## src/rtl/ascon_ti_pkg.sv

```systemverilog
// Shared constants, state encoding and LFSR step function for the
// Ascon threshold-implementation masking front end.
package ascon_ti_pkg;

  localparam int NUM_WORDS  = 5;
  localparam int NUM_SHARES = 3;
  localparam int WORD_W     = 64;

  // Feedback taps of the 64-bit Fibonacci LFSR
  localparam int TAP0 = 63;
  localparam int TAP1 = 62;
  localparam int TAP2 = 60;
  localparam int TAP3 = 59;

  localparam logic [WORD_W-1:0] DEFAULT_SEED = 64'hACE1_5EED_0BAD_C0DE;

  typedef enum logic [1:0] {
    IDLE = 2'd0,
    GEN  = 2'd1,
    HOLD = 2'd2
  } state_t;

  function automatic logic [WORD_W-1:0] lfsr_next(input logic [WORD_W-1:0] v);
    return {v[WORD_W-2:0], v[TAP0] ^ v[TAP1] ^ v[TAP2] ^ v[TAP3]};
  endfunction

endpackage

```

## src/rtl/ascon_lfsr64.sv

```systemverilog
// 64-bit mask LFSR; an all-zero load is replaced by SEED so the
// register can never lock up in the zero state.
module ascon_lfsr64
  import ascon_ti_pkg::*;
#(
  parameter logic [WORD_W-1:0] SEED = DEFAULT_SEED
) (
  input  logic              clk,
  input  logic              rst_n,
  input  logic              load,
  input  logic [WORD_W-1:0] load_val,
  input  logic              step,
  output logic [WORD_W-1:0] q
);

  logic [WORD_W-1:0] r_q;

  always_ff @(posedge clk or negedge rst_n) begin
    if (!rst_n) begin
      r_q <= SEED;
    end else if (load) begin
      r_q <= (load_val == '0) ? SEED : load_val;
    end else if (step) begin
      r_q <= lfsr_next(r_q);
    end
  end

  assign q = r_q;

endmodule

```

## src/rtl/ascon_ti_share_gen.sv

```systemverilog
// Splits one unmasked 320-bit Ascon state into three Boolean shares per
// word, drawing one fresh 64-bit mask per cycle over ten GEN cycles.
module ascon_ti_share_gen
  import ascon_ti_pkg::*;
#(
  parameter logic [WORD_W-1:0] SEED = DEFAULT_SEED
) (
  input  logic              clk,
  input  logic              rst_n,
  input  logic              seed_valid,
  input  logic [WORD_W-1:0] seed,
  input  logic              in_valid,
  output logic              in_ready,
  input  logic [WORD_W-1:0] x0,
  input  logic [WORD_W-1:0] x1,
  input  logic [WORD_W-1:0] x2,
  input  logic [WORD_W-1:0] x3,
  input  logic [WORD_W-1:0] x4,
  output logic              out_valid,
  input  logic              out_ready,
  output logic [WORD_W-1:0] x0_0,
  output logic [WORD_W-1:0] x0_1,
  output logic [WORD_W-1:0] x0_2,
  output logic [WORD_W-1:0] x1_0,
  output logic [WORD_W-1:0] x1_1,
  output logic [WORD_W-1:0] x1_2,
  output logic [WORD_W-1:0] x2_0,
  output logic [WORD_W-1:0] x2_1,
  output logic [WORD_W-1:0] x2_2,
  output logic [WORD_W-1:0] x3_0,
  output logic [WORD_W-1:0] x3_1,
  output logic [WORD_W-1:0] x3_2,
  output logic [WORD_W-1:0] x4_0,
  output logic [WORD_W-1:0] x4_1,
  output logic [WORD_W-1:0] x4_2,
  output logic              busy
);

  state_t                             r_state;
  state_t                             w_next;
  logic [3:0]                         r_cnt;
  logic [NUM_WORDS-1:0][WORD_W-1:0]   r_s0, r_s1, r_s2;
  logic [NUM_WORDS-1:0][WORD_W-1:0]   w_x;
  logic [WORD_W-1:0]                  w_r;
  logic [2:0]                         w_word;
  logic                               w_accept;

  assign w_x      = {x4, x3, x2, x1, x0};
  assign w_word   = r_cnt[3:1];
  assign w_accept = (r_state == IDLE) && in_valid;

  // Mask source: the value seen here is the mask for this GEN cycle
  ascon_lfsr64 #(.SEED(SEED)) u_lfsr (
    .clk      (clk),
    .rst_n    (rst_n),
    .load     ((r_state == IDLE) && seed_valid),
    .load_val (seed),
    .step     (r_state == GEN),
    .q        (w_r)
  );

  always_ff @(posedge clk or negedge rst_n) begin
    if (!rst_n) r_state <= IDLE;
    else        r_state <= w_next;
  end

  always_comb begin
    w_next = r_state;
    case (r_state)
      IDLE:    if (in_valid)     w_next = GEN;
      GEN:     if (r_cnt == 4'd9) w_next = HOLD;
      HOLD:    if (out_ready)    w_next = IDLE;
      default:                   w_next = IDLE;
    endcase
  end

  always_comb begin
    in_ready  = (r_state == IDLE);
    busy      = (r_state == GEN) || (r_state == HOLD);
    out_valid = (r_state == HOLD);
  end

  always_ff @(posedge clk or negedge rst_n) begin
    if (!rst_n) begin
      r_cnt <= '0;
    end else if (w_accept) begin
      r_cnt <= '0;
    end else if (r_state == GEN) begin
      r_cnt <= (r_cnt == 4'd9) ? 4'd0 : r_cnt + 4'd1;
    end
  end

  // Even cnt fills share 1, odd cnt share 2; share 0 absorbs both masks
  always_ff @(posedge clk or negedge rst_n) begin
    if (!rst_n) begin
      r_s0 <= '0;
      r_s1 <= '0;
      r_s2 <= '0;
    end else if (w_accept) begin
      r_s0 <= w_x;
      r_s1 <= '0;
      r_s2 <= '0;
    end else if (r_state == GEN) begin
      for (int w = 0; w < NUM_WORDS; w++) begin
        if (w_word == 3'(w)) begin
          if (!r_cnt[0]) r_s1[w] <= w_r;
          else           r_s2[w] <= w_r;
          r_s0[w] <= r_s0[w] ^ w_r;
        end
      end
    end
  end

  assign x0_0 = r_s0[0];
  assign x0_1 = r_s1[0];
  assign x0_2 = r_s2[0];
  assign x1_0 = r_s0[1];
  assign x1_1 = r_s1[1];
  assign x1_2 = r_s2[1];
  assign x2_0 = r_s0[2];
  assign x2_1 = r_s1[2];
  assign x2_2 = r_s2[2];
  assign x3_0 = r_s0[3];
  assign x3_1 = r_s1[3];
  assign x3_2 = r_s2[3];
  assign x4_0 = r_s0[4];
  assign x4_1 = r_s1[4];
  assign x4_2 = r_s2[4];

endmodule

```

## config.mk

```make
export PLATFORM = sky130hd
export DESIGN_NAME = ascon_ti_share_gen
export DESIGN_NICKNAME = d
export VERILOG_FILES = /design/src/rtl/ascon_ti_pkg.sv /design/src/rtl/ascon_lfsr64.sv /design/src/rtl/ascon_ti_share_gen.sv
export SDC_FILE = /design/constraint.sdc
export NUM_CORES = 2
export LEC_CHECK = 0
export BUFFER_PORTS_ARGS = -buffer_cell sky130_fd_sc_hd__clkbuf_2
export CAP_MARGIN = 20
export CORE_AREA = 2 2 527 529
export CTS_BUF_LIST = sky130_fd_sc_hd__clkbuf_8
export DETAILED_ROUTE_END_ITERATION = 16
export DIE_AREA = 0 0 529 531
export PLACE_DENSITY = 0.43
export REMOVE_ABC_BUFFERS = 1
export SLEW_MARGIN = 20
export SYNTH_ARGS = -nofsm -noshare
export SYNTH_HDL_FRONTEND = slang
export SYNTH_SLANG_ARGS = --single-unit
```

## constraint.sdc

```tcl
create_clock -name clk -period 2.8 [get_ports clk]
set_input_delay 0.28 -clock clk [delete_from_list [all_inputs] [get_ports clk]]
set_output_delay 0.28 -clock clk [all_outputs]
set_load 0.005 [all_outputs]
```

==> summary.txt <==
Status
  • Status: finished, final reports clean

Logic synthesis
  • Most common cell in the netlist: nand2_1
  • Top cell type's share of synthesized area: 0.594
  • Post-synthesis cell count: 4264
  • Post-Syn Area: 0.0419 mm^2
  • Synth top area cells: dfrtp_1 59%, nand2_1 12%, o21ai_0 11%, xor2_1 6.7%, dfstp_2 2.2%
  • Largest area contributor in the netlist: dfrtp_1
  • Number of library cell types mapped by synthesis: 35
  • Syn avg cell area: 9.83 um^2
  • Post-synth EDFFs: 0
  • Asr flop ratio synth: 1.00
  • Top FF cell, synth: dfrtp_1
  • Register area share after synthesis: 0.616
  • Yosys warns: 0
  • Post-synth top cells: 1348 x nand2_1, 995 x dfrtp_1, 947 x o21ai_0
  • Synthesis-stage register bit count: 1030

Floorplan
  • Core area: 0.275 mm^2
  • Die width: 529 um
  • FP Rows: 193
  • Die area: 0.281 mm^2
  • Die H: 531 um
  • I/O pin total: 1352
  • Starting Density: 0.152

STA
  • Hold Fails Final Rpt: 0
  • Fin worst setup slack: 0.00389 ns
  • Clock skew: 0.0778 ns
  • RSZ-0062 raised after global routing: no
  • Crit share post-route: 0.999
  • Post-layout minimum cycle time: 2.80 ns
  • FMAX: 0.358 GHz
  • Final Slew Violations: 0
  • Final setup fails: 0
  • Relative slew slack: 0.363
  • Actual slew at the worst max-slew pin: 0.948 ns

Global routing
  • Met3 GRT Util: 0.0477
  • Initial antenna violation count: 44
  • Grt met2 use: 0.273
  • Gr usage total: 0.163
  • M1 GR Usage: 0.193
  • Largest net degree at the start of global routing: 123
  • Vias in the first global route: 41000
  • Total grt overflow: 0
  • Most Crowded Layer GR: met2
  • First-pass GRT wire length: 322000 um

Worst hold path
  • Hold path endpoint: x1_0[55]
  • Min-delay worst type: input pin to flop
  • Worst Hold Launch: x1[55]
  • Hold Crit Depth: 4

Critical path
  • Crit path arrival time: 3.63 ns
  • FF-to-FF End: x2_0[23]
  • Setup CP Type: input pin to flop
  • Startpoint Class: input pin
  • Worst Path Required: 3.63 ns
  • Worst path cell trace: dlygate4sd3_1 > clkbuf_2 > nor4_2 > buf_4 > nand4_1 > buf_4 > or4_2 > buf_12 > a22oi_2
  • R2R setup slack: 0.21 ns
  • CP dominant cell by count: buf_4
  • Worst path slowest cell: nor4_2
  • Crit-path max FO: 35
  • Crit path buf inv count: 5
  • Cell family with most CP delay: simple AND/OR/NAND/NOR gates
  • Endpoint class of the critical path: flop
  • Worst R2R Start: r_state[1]
  • Max incr delay on CP: 0.73 ns
  • R2R cell count: 7

Layout
  • Syn-to-layout area delta: 54.1%
  • Nets: 6688
  • Final core occ: 0.235
  • Layout cells sized above 1: 0.300

Power and ir drop
  • Internal: 43.5 mW
  • Maximum vdd drop: 0.000657 V
  • Switching pwr: 35.1 mW
  • Gate power share: 0.421
  • Switching Fraction: 0.447
  • Clock network power share: 0.206
  • PD cells: 1220 mW/mm^2
  • Cell leakage power: 29.9 nW
  • Sequential share of power: 0.373

CTS
  • CTS Root Cell: clkbuf_8
  • # resized after CTS: 0
  • CTS tree: built
  • CTS Sinks: 1030
  • Deepest clock path buffer count: 4
  • H-tree depth: 4
  • CTS Hold Bufs: 630
  • Worst-path clk slew: 0.06 ns
  • Skew-Pair Late Insertion Delay: 0.97 ns
  • Postcts setup bufs: 0
  • CTS Buf Count: 200

Placed design
  • RePlAce Congestion: 0.843
  • Pre-CTS setup slack: -0.444 ns
  • Post-DP HPWL: 174000 um
  • Buffers on Ports: 1351

Drt
  • Drc violations: 0
  • Initial drt markers: 2060
  • First drt pass iteration count: 5
  • Via-per-instance ratio: 3.91
  • Routed Antenna Nets: 0
  • Routed len/inst: 23.6 um
  • Vias: 39300
  • Final wirelength: 237000 um

Flow run
  • Max-cap viol count: 0
cell families after synthesis:
kind of cell	share of synthesized area
compound gates	0.130
xor+xnor	0.0675
fa+ha+maj	0.00209
buf+inv	0.0361
flops	0.616
mux	0.0161
simple gates	0.132
power groups by stage:
stage	Sequential, mW	Combinational (mW)	Clock [mW]
floorplan	27.7	11.3	0
global placement	29.2	32.8	0
global route	30.3	36.8	17.5
finish	29.3	33.1	16.2
CTS	29.4	33.9	16.8
detailed placement	29.5	33.1	0
flip-flops by register name (all words and copies together) (netlist names):
register,cells
x2_0,64
r_state,2
x4_2,64
x2_2,64
x3_1,64
x4_1,64
x0_2,64
x1_0,64
x3_0,64
x2_1,64
u_lfsr.q,64
x0_0,64
r_cnt,4
x1_1,64
x3_2,64
x1_2,64
x0_1,64
x4_0,64
layout by cell type, fill, tap and decap left out, types with 2 or more instances in the layout:
cell and n:
a21oi_1 31, a21oi_4 10, a22oi_1 5, a22oi_2 30
and2_1 2, and4bb_4 3, buf_12 53, buf_4 136
bufinv_16 8, clkbuf_2 1350, clkbuf_8 253, clkinv_2 16
clkinv_8 2, clkinvlp_4 8, dfrtp_1 995, dfstp_2 35
diode_2 21, dlygate4sd3_1 630, ha_1 6, inv_1 65
inv_12 2, inv_6 2, inv_8 2, mux2_2 4
mux2i_1 63, nand2_1 1346, nand2_4 2, nand4_1 4
nor2_1 65, nor4_1 4, nor4_2 12, o21ai_0 947
o21ai_1 15, xnor2_1 3, xor2_1 320
area by class of cell:
| cell class | instances | area [um^2] |
|---|---|---|
| Clock buffer | 253 | 3480 |
| Tap cell | 3607 | 4510 |
| Antenna cell | 21 | 52.6 |
| Sequential cell | 1030 | 25800 |
| Fill cell | 30000 | 211000 |
| Multi-Input combinational cell | 2883 | 14800 |
| Inverter | 6 | 22.5 |
| Timing Repair Buffer | 2171 | 15200 |
| Clock inverter | 99 | 707 |
tightest hold or removal path: stages:
cell           delay, ns
dlygate4sd3_1       0.53
clkbuf_2            0.10
nand2_1             0.03
o21ai_0             0.06
how the worst max path moves through the flow:
stage	start	end	slack, ns	depth (start not counted)
2_1_floorplan	r_state[0]	x0_1[0]	-19.61	5
3_3_place_gp	seed[53]	u_lfsr.q[1]	-1.15	6
3_5_place_dp	seed[12]	u_lfsr.q[46]	-0.44	8
4_1_cts	seed[12]	u_lfsr.q[46]	0.04	9
5_1_grt	r_state[1]	x2_0[23]	0.08	7
6_report	seed[12]	u_lfsr.q[46]	0.004	9
metrics by stage:
| stage | setup TNS, ns | cells | total power, mW | instance area (um^2) | hold WS (ns) |
|---|---|---|---|---|---|
| after floorplan | - | 3919 | 39.0 | 40400 | -0.0156 |
| after global placement | -39.42 | 9061 | 62.1 | 54000 | 0.463 |
| after detailed placement | -14.57 | 9067 | 62.7 | 54100 | 0.469 |
| after CTS | 0 | 10000 | 80.1 | 64500 | 0.000283 |
| after global routing | 0 | 10100 | 84.5 | 64600 | 0.0278 |
| final | 0 | 10100 | 78.6 | 64600 | 0.141 |
metal layers:
metal,part of all wire,up-vias
li1,-,18000
met4,0.045,8
met3,0.079,436
met5,0.00020,-
met1,0.41,19200
met2,0.47,1635
Note: power is estimated with default switching activity, not from simulation.
